### src/rtl/uart_pkg.sv
`default_nettype none
// ============================================================================
//  uart_pkg : shared types and constants for the UART receive path
//  Rev 1.0  : initial release
// ============================================================================
package uart_pkg;

    localparam int   BPS_CNT_W     = 13;
    localparam logic UART_IDLE_LVL = 1'b1;

    typedef enum logic [2:0] {
        IDLE   = 3'd0,
        START  = 3'd1,
        DATA   = 3'd2,
        PARITY = 3'd3,
        STOP   = 3'd4
    } rx_state_t;

endpackage
`default_nettype wire

### src/rtl/uart_rx_bit_timer.sv
`default_nettype none
// ============================================================================
//  uart_rx_bit_timer : free-running bit-period counter with half/full ticks
//  Rev 1.0  : initial release
// ============================================================================
module uart_rx_bit_timer
    import uart_pkg::*;
#(
    parameter int BPS_PARA = 625
) (
    input  logic clk,
    input  logic rst,
    input  logic clear,
    output logic tick_half,
    output logic tick_full
);

    localparam logic [BPS_CNT_W-1:0] HALF_LAST = BPS_CNT_W'(BPS_PARA / 2 - 1);
    localparam logic [BPS_CNT_W-1:0] FULL_LAST = BPS_CNT_W'(BPS_PARA - 1);

    logic [BPS_CNT_W-1:0] cnt;

    always_ff @(posedge clk) begin
        if (rst) begin
            cnt <= '0;
        end else if (clear || tick_full) begin
            cnt <= '0;
        end else begin
            cnt <= cnt + BPS_CNT_W'(1);
        end
    end

    assign tick_half = (cnt == HALF_LAST);
    assign tick_full = (cnt == FULL_LAST);

endmodule
`default_nettype wire

### src/rtl/uart_rx.sv
`default_nettype none
// ============================================================================
//  uart_rx : 8N1-style UART receiver, mid-bit sampling, 1-cycle strobes.
//  Optional parity bit enabled by defining UART_RX_PARITY_EN.
//  Rev 1.0  : initial release
// ============================================================================
module uart_rx
    import uart_pkg::*;
#(
    parameter int BPS_PARA   = 625,
    parameter int DATA_BITS  = 8,
    parameter int PARITY_ODD = 0
) (
    input  logic                 clk,
    input  logic                 rst,
    input  logic                 rx,
    output logic [DATA_BITS-1:0] rx_data,
    output logic                 rx_valid,
    output logic                 frame_err,
    output logic                 parity_err,
    output logic                 busy
);

    localparam logic [3:0] LAST_IDX = 4'(DATA_BITS - 1);

    rx_state_t            state, state_next;
    logic                 sync1, rx_s, rx_q;
    logic                 tick_half, tick_full, timer_clear;
    logic                 shift_en, par_chk;
    logic [3:0]           bit_idx;
    logic [DATA_BITS-1:0] shreg, data_q;
    logic                 parity_bad;

    always_ff @(posedge clk) begin
        if (rst) begin
            sync1 <= UART_IDLE_LVL;
            rx_s  <= UART_IDLE_LVL;
            rx_q  <= UART_IDLE_LVL;
        end else begin
            sync1 <= rx;
            rx_s  <= sync1;
            rx_q  <= rx_s;
        end
    end

    assign timer_clear = (state == IDLE) || (state_next != state);

    uart_rx_bit_timer #(
        .BPS_PARA (BPS_PARA)
    ) u_timer (
        .clk       (clk),
        .rst       (rst),
        .clear     (timer_clear),
        .tick_half (tick_half),
        .tick_full (tick_full)
    );

    always_ff @(posedge clk) begin
        if (rst) begin
            state <= IDLE;
        end else begin
            state <= state_next;
        end
    end

    always_comb begin
        state_next = state;
        rx_valid   = 1'b0;
        frame_err  = 1'b0;
        shift_en   = 1'b0;
        par_chk    = 1'b0;
        case (state)
            IDLE: begin
                if (rx_q && !rx_s) state_next = START;
            end
            START: begin
                if (tick_half) state_next = rx_s ? IDLE : DATA;
            end
            DATA: begin
                if (tick_full) begin
                    shift_en = 1'b1;
                    if (bit_idx == LAST_IDX) begin
`ifdef UART_RX_PARITY_EN
                        state_next = PARITY;
`else
                        state_next = STOP;
`endif
                    end
                end
            end
`ifdef UART_RX_PARITY_EN
            PARITY: begin
                if (tick_full) begin
                    par_chk    = 1'b1;
                    state_next = STOP;
                end
            end
`endif
            STOP: begin
                // Leaving at mid-stop-bit keeps half a bit of slack for a back-to-back start.
                if (tick_full) begin
                    rx_valid   = rx_s;
                    frame_err  = !rx_s;
                    state_next = IDLE;
                end
            end
            default: state_next = IDLE;
        endcase
    end

    always_ff @(posedge clk) begin
        if (rst) begin
            shreg      <= '0;
            data_q     <= '0;
            bit_idx    <= '0;
            parity_bad <= 1'b0;
        end else begin
            if (state == IDLE) begin
                bit_idx    <= '0;
                parity_bad <= 1'b0;
            end
            if (shift_en) begin
                shreg   <= {rx_s, shreg[DATA_BITS-1:1]};
                bit_idx <= bit_idx + 4'd1;
            end
            if (par_chk) begin
                parity_bad <= (rx_s != ((^shreg) ^ PARITY_ODD[0]));
            end
            if (rx_valid) begin
                data_q <= shreg;
            end
        end
    end

    // Bypass so the new byte is already visible in the strobe cycle.
    assign rx_data = rx_valid ? shreg : data_q;
    assign busy    = (state != IDLE);

`ifdef UART_RX_PARITY_EN
    assign parity_err = rx_valid && parity_bad;
`else
    logic unused_parity_bits;
    assign unused_parity_bits = PARITY_ODD[0] ^ parity_bad ^ par_chk;
    assign parity_err         = 1'b0;
`endif

endmodule
`default_nettype wire
### config.mk
export PLATFORM = sky130hd
export DESIGN_NAME = uart_rx
export DESIGN_NICKNAME = d
export VERILOG_FILES = /design/src/rtl/uart_pkg.sv /design/src/rtl/uart_rx_bit_timer.sv /design/src/rtl/uart_rx.sv
export SDC_FILE = /design/constraint.sdc
export NUM_CORES = 1
export LEC_CHECK = 0
export BUFFER_PORTS_ARGS = -buffer_cell sky130_fd_sc_hd__clkbuf_2
export CAP_MARGIN = 10
export CORE_ASPECT_RATIO = 1.1
export CORE_MARGIN = 10
export CORE_UTILIZATION = 36
export DETAILED_ROUTE_END_ITERATION = 16
export PLACE_DENSITY = 0.58
export SETUP_SLACK_MARGIN = 0.4
export SLEW_MARGIN = 30
export SYNTH_ARGS = -nofsm -noshare
export SYNTH_HDL_FRONTEND = slang
export SYNTH_HIERARCHICAL = 1
export SYNTH_SLANG_ARGS = --single-unit
### constraint.sdc
create_clock -name clk -period 3.3 [get_ports clk]
set_input_delay 0 -clock clk [delete_from_list [all_inputs] [get_ports clk]]
set_output_delay 0 -clock clk [all_outputs]
set_load 0.02 [all_outputs]
==> results_dict.tcl <==
set metrics [dict create \
    outcome "finished, final reports clean" \
    dp_cells 255 \
    cts_tree "yes" \
    drtPass1Iterations 4 \
    cts_max_path_buffers 2 \
    worstSetupEndpointType "primary output" \
    cellPowerDensity_nw_per_um2 434 \
    timing.rr.start "u_timer/cnt[10]" \
    initial_utilization_pct 37.2 \
    finalClockSkew_ps 8.01 \
    die_h_um 95.7 \
    grt_first_pass_wirelength_mm 5.85 \
    seqCellArea_um2 781 \
    die-area_um2 8490 \
    grt_max_degree 29 \
    ys_types 43 \
    yosysWarnings 6 \
    antenna_found_initial 0 \
    r2r-end "u_timer/cnt[5]" \
    rows 27 \
    vias 1351 \
    drt-initial-drc-count 88 \
    tightest_slew_ps 742 \
    period_share_pct 84.1 \
    slew_viol_final 0 \
    ys_seq_area_share_pct 41.7 \
    antenna_left 0 \
    place_congestion 0.713 \
    route.detailed.drc 0 \
    cts_sinks 39 \
    viasPerCell 5.04 \
    netlist_instances 193 \
    dominantRegCellSynth "dfxtp_1" \
    hold_viol 0 \
    synth_async_sr_flop_share_pct 0 \
    layout.cells.non_filler 268 \
    hp-class "primary input to flop" \
    syn_area_um2 1870 \
    layout.nets 215 \
    cts-htree-levels 2 \
    ys_seq_elements 39 \
    grt_use_total_pct 8.67 \
    io_pins 15 \
    crit_type "flop to primary output" \
    diodes 0 \
    relSlewSlack_pct 50.4 \
    reg2reg_slack_ps 710 \
    totalWireLength_mm 3.50 \
    cts_root_buf "clkbuf_8" \
    die_x_um 88.8 \
    worstHoldEndpoint "bit_idx[0]" \
    worst_slack_ps 523 \
    avgSynthCellArea_um2 9.70 \
    num-fill-cells 502 \
    final.setup.tns_ps 0 \
    dp.final_hpwl_mm 2.31 \
    place_ws_ps 743 \
    power.leakage_nw 0.721 \
    wl_per_cell_um 13.0 \
    syn_to_final_growth_pct 12.2 \
    synth_enable_flop_cells 0 \
    rsz0062_at_grt "false" \
    min_period_ps 2780 \
    synth_nets 199 \
    worstRegToRegCells 11 \
    drv_cap 0 \
    vdd_drop_max_v 0.000180 \
    drive_gt1_share_pct 21.0 \
    multiInputGateArea_um2 996 \
    insertion_delay_ps 290 \
    port_buffers 13 \
    start_kind "flop" \
    required_ps 3300 \
    core-area_um2 5030 \
    timing.fmax_mhz 360 \
    grt_pass1_vias 1271 \
    hold_path_depth 2 \
    worstPathMaxFanout 5 \
    numCtsBuffers 5 \
    worstHoldStart "rst" \
    setup_viol_count_final 0 \
    cp.arrival_ps 2780 \
    globalRouteOverflowTotal 0 \
    cts.clk_slew.worst_paths_ps 70 \
]
[Yosys cell counts, types with 3 or more instances]
cell type | instances | area [um^2]
nor4_1 | 3 | 18.8
or2_2 | 3 | 18.8
nor2_1 | 22 | 82.6
dfxtp_1 | 39 | 781
o21ai_0 | 3 | 15.0
clkbuf_8 | 3 | 41.3
ha_1 | 3 | 37.5
nor3_1 | 4 | 20.0
nand2_1 | 6 | 22.5
a21oi_1 | 4 | 20.0
nand4_1 | 4 | 25.0
mux2i_1 | 15 | 150
xnor2_1 | 10 | 87.6
nand2b_1 | 18 | 113
inv_1 | 6 | 22.5
nand3_1 | 6 | 30.0
or3_1 | 3 | 18.8
mux2_2 | 8 | 90.1
nor2b_1 | 3 | 18.8
[layout by cell type, fill, tap and decap left out, drive strengths merged, types with 2 or more instances in the layout]
master  Yosys  final
o31ai       2      2
o21ai       3      3
nand2       7      8
nand4       4      4
nand2b     18     18
or3         4      4
or2         3      3
mux2i      15     15
a31oi       2      2
clkbuf      6     19
nor3        4      4
buf         4      4
nand3b      2      2
and4bb      2      2
nor2       22     22
inv         7      7
xnor2      10     10
nor4        3      3
mux2        8      8
dfxtp      39     39
a21oi       4      4
ha          3      3
nand3       6      6
nor2b       3      3
[sequential cells by signal, indices dropped and copies added, names as in the netlist]
name / cells
rx_q: 1
bit_idx: 4
u_timer/cnt: 13
shreg: 8
rx_s: 1
sync1: 1
state: 3
data_q: 8
[metrics by stage]
step,utilization [%],cell area (um^2),hold WS (ps),power (W)
after global placement,38.3,1930,188,0.000507
final,41.7,2100,197,0.000912
after detailed placement,38.3,1930,192,0.000508
after floorplan,-,1870,104,0.000507
after global routing,41.7,2100,237,0.000948
after CTS,40.9,2060,202,0.000924
[worst max-delay path by stage]
stage / start / depth (start not counted) / end
after CTS: u_timer/cnt[10] / 8 / rx_data[5]
after detailed placement: u_timer/cnt[10] / 8 / rx_data[5]
final: u_timer/cnt[10] / 8 / rx_data[5]
after global routing: u_timer/cnt[10] / 8 / rx_data[5]
after global placement: u_timer/cnt[10] / 8 / rx_data[5]
after floorplan: u_timer/cnt[10] / 10 / u_timer/cnt[4]
[logic make-up (layout without fill, tap and decap cells)]
group / Yosys count / in the layout / share of synthesized area (%)
buf+inv: 17 / 33 / 6.28
fa+ha+maj: 3 / 3 / 2.00
flops: 39 / 39 / 41.7
mux: 23 / 23 / 12.8
compound gates: 15 / 15 / 6.08
other cells: 1 / 1 / 0.200
xor+xnor: 11 / 11 / 5.14
simple gates: 84 / 85 / 25.8
[per-layer routing]
layer	track usage, %	part of all wire, %	up-vias
met2	12.9	48	14
met4	6.06	2.2	0
li1	-	-	699
met1	10.6	47	632
met5	0	0	-
met3	2.30	2.6	6
[critical path, stage by stage, from the launching register on]
cell and delay, ps:
dfxtp_1 330, or4_1 520, or3_4 370, nor4_2 260, buf_4 170, and4bb_4 290, nand2_4 90, mux2_2 300
clkbuf_2 160
[report_power, final]
part	internal, W	switching (W)	leakage [nW]	total (W)
clock network	0.000245	0.000170	0.0612	0.000415
registers	0.000473	0.00000432	0.315	0.000477
logic	0.0000101	0.0000104	0.345	0.0000205
total	0.000728	0.000185	0.721	0.000912
[timing repair]
action                     CTS  global route
resized for setup            0             3
hold endpoints to repair     1             0
setup buffers                0             3
setup endpoints to repair    0             8
hold buffers                 1             0
[final cells by class]
| class | instances | area share (%) |
|---|---|---|
| Timing Repair Buffer | 18 | 5.00 |
| Tap cell | 58 | 3.45 |
| Clock buffer | 6 | 3.93 |
| Clock inverter | 2 | 1.67 |
| Sequential cell | 39 | 37.2 |
| Multi-Input combinational cell | 138 | 47.4 |
| Inverter | 7 | 1.37 |
No activity file was read; power rests on OpenSTA's default activity.
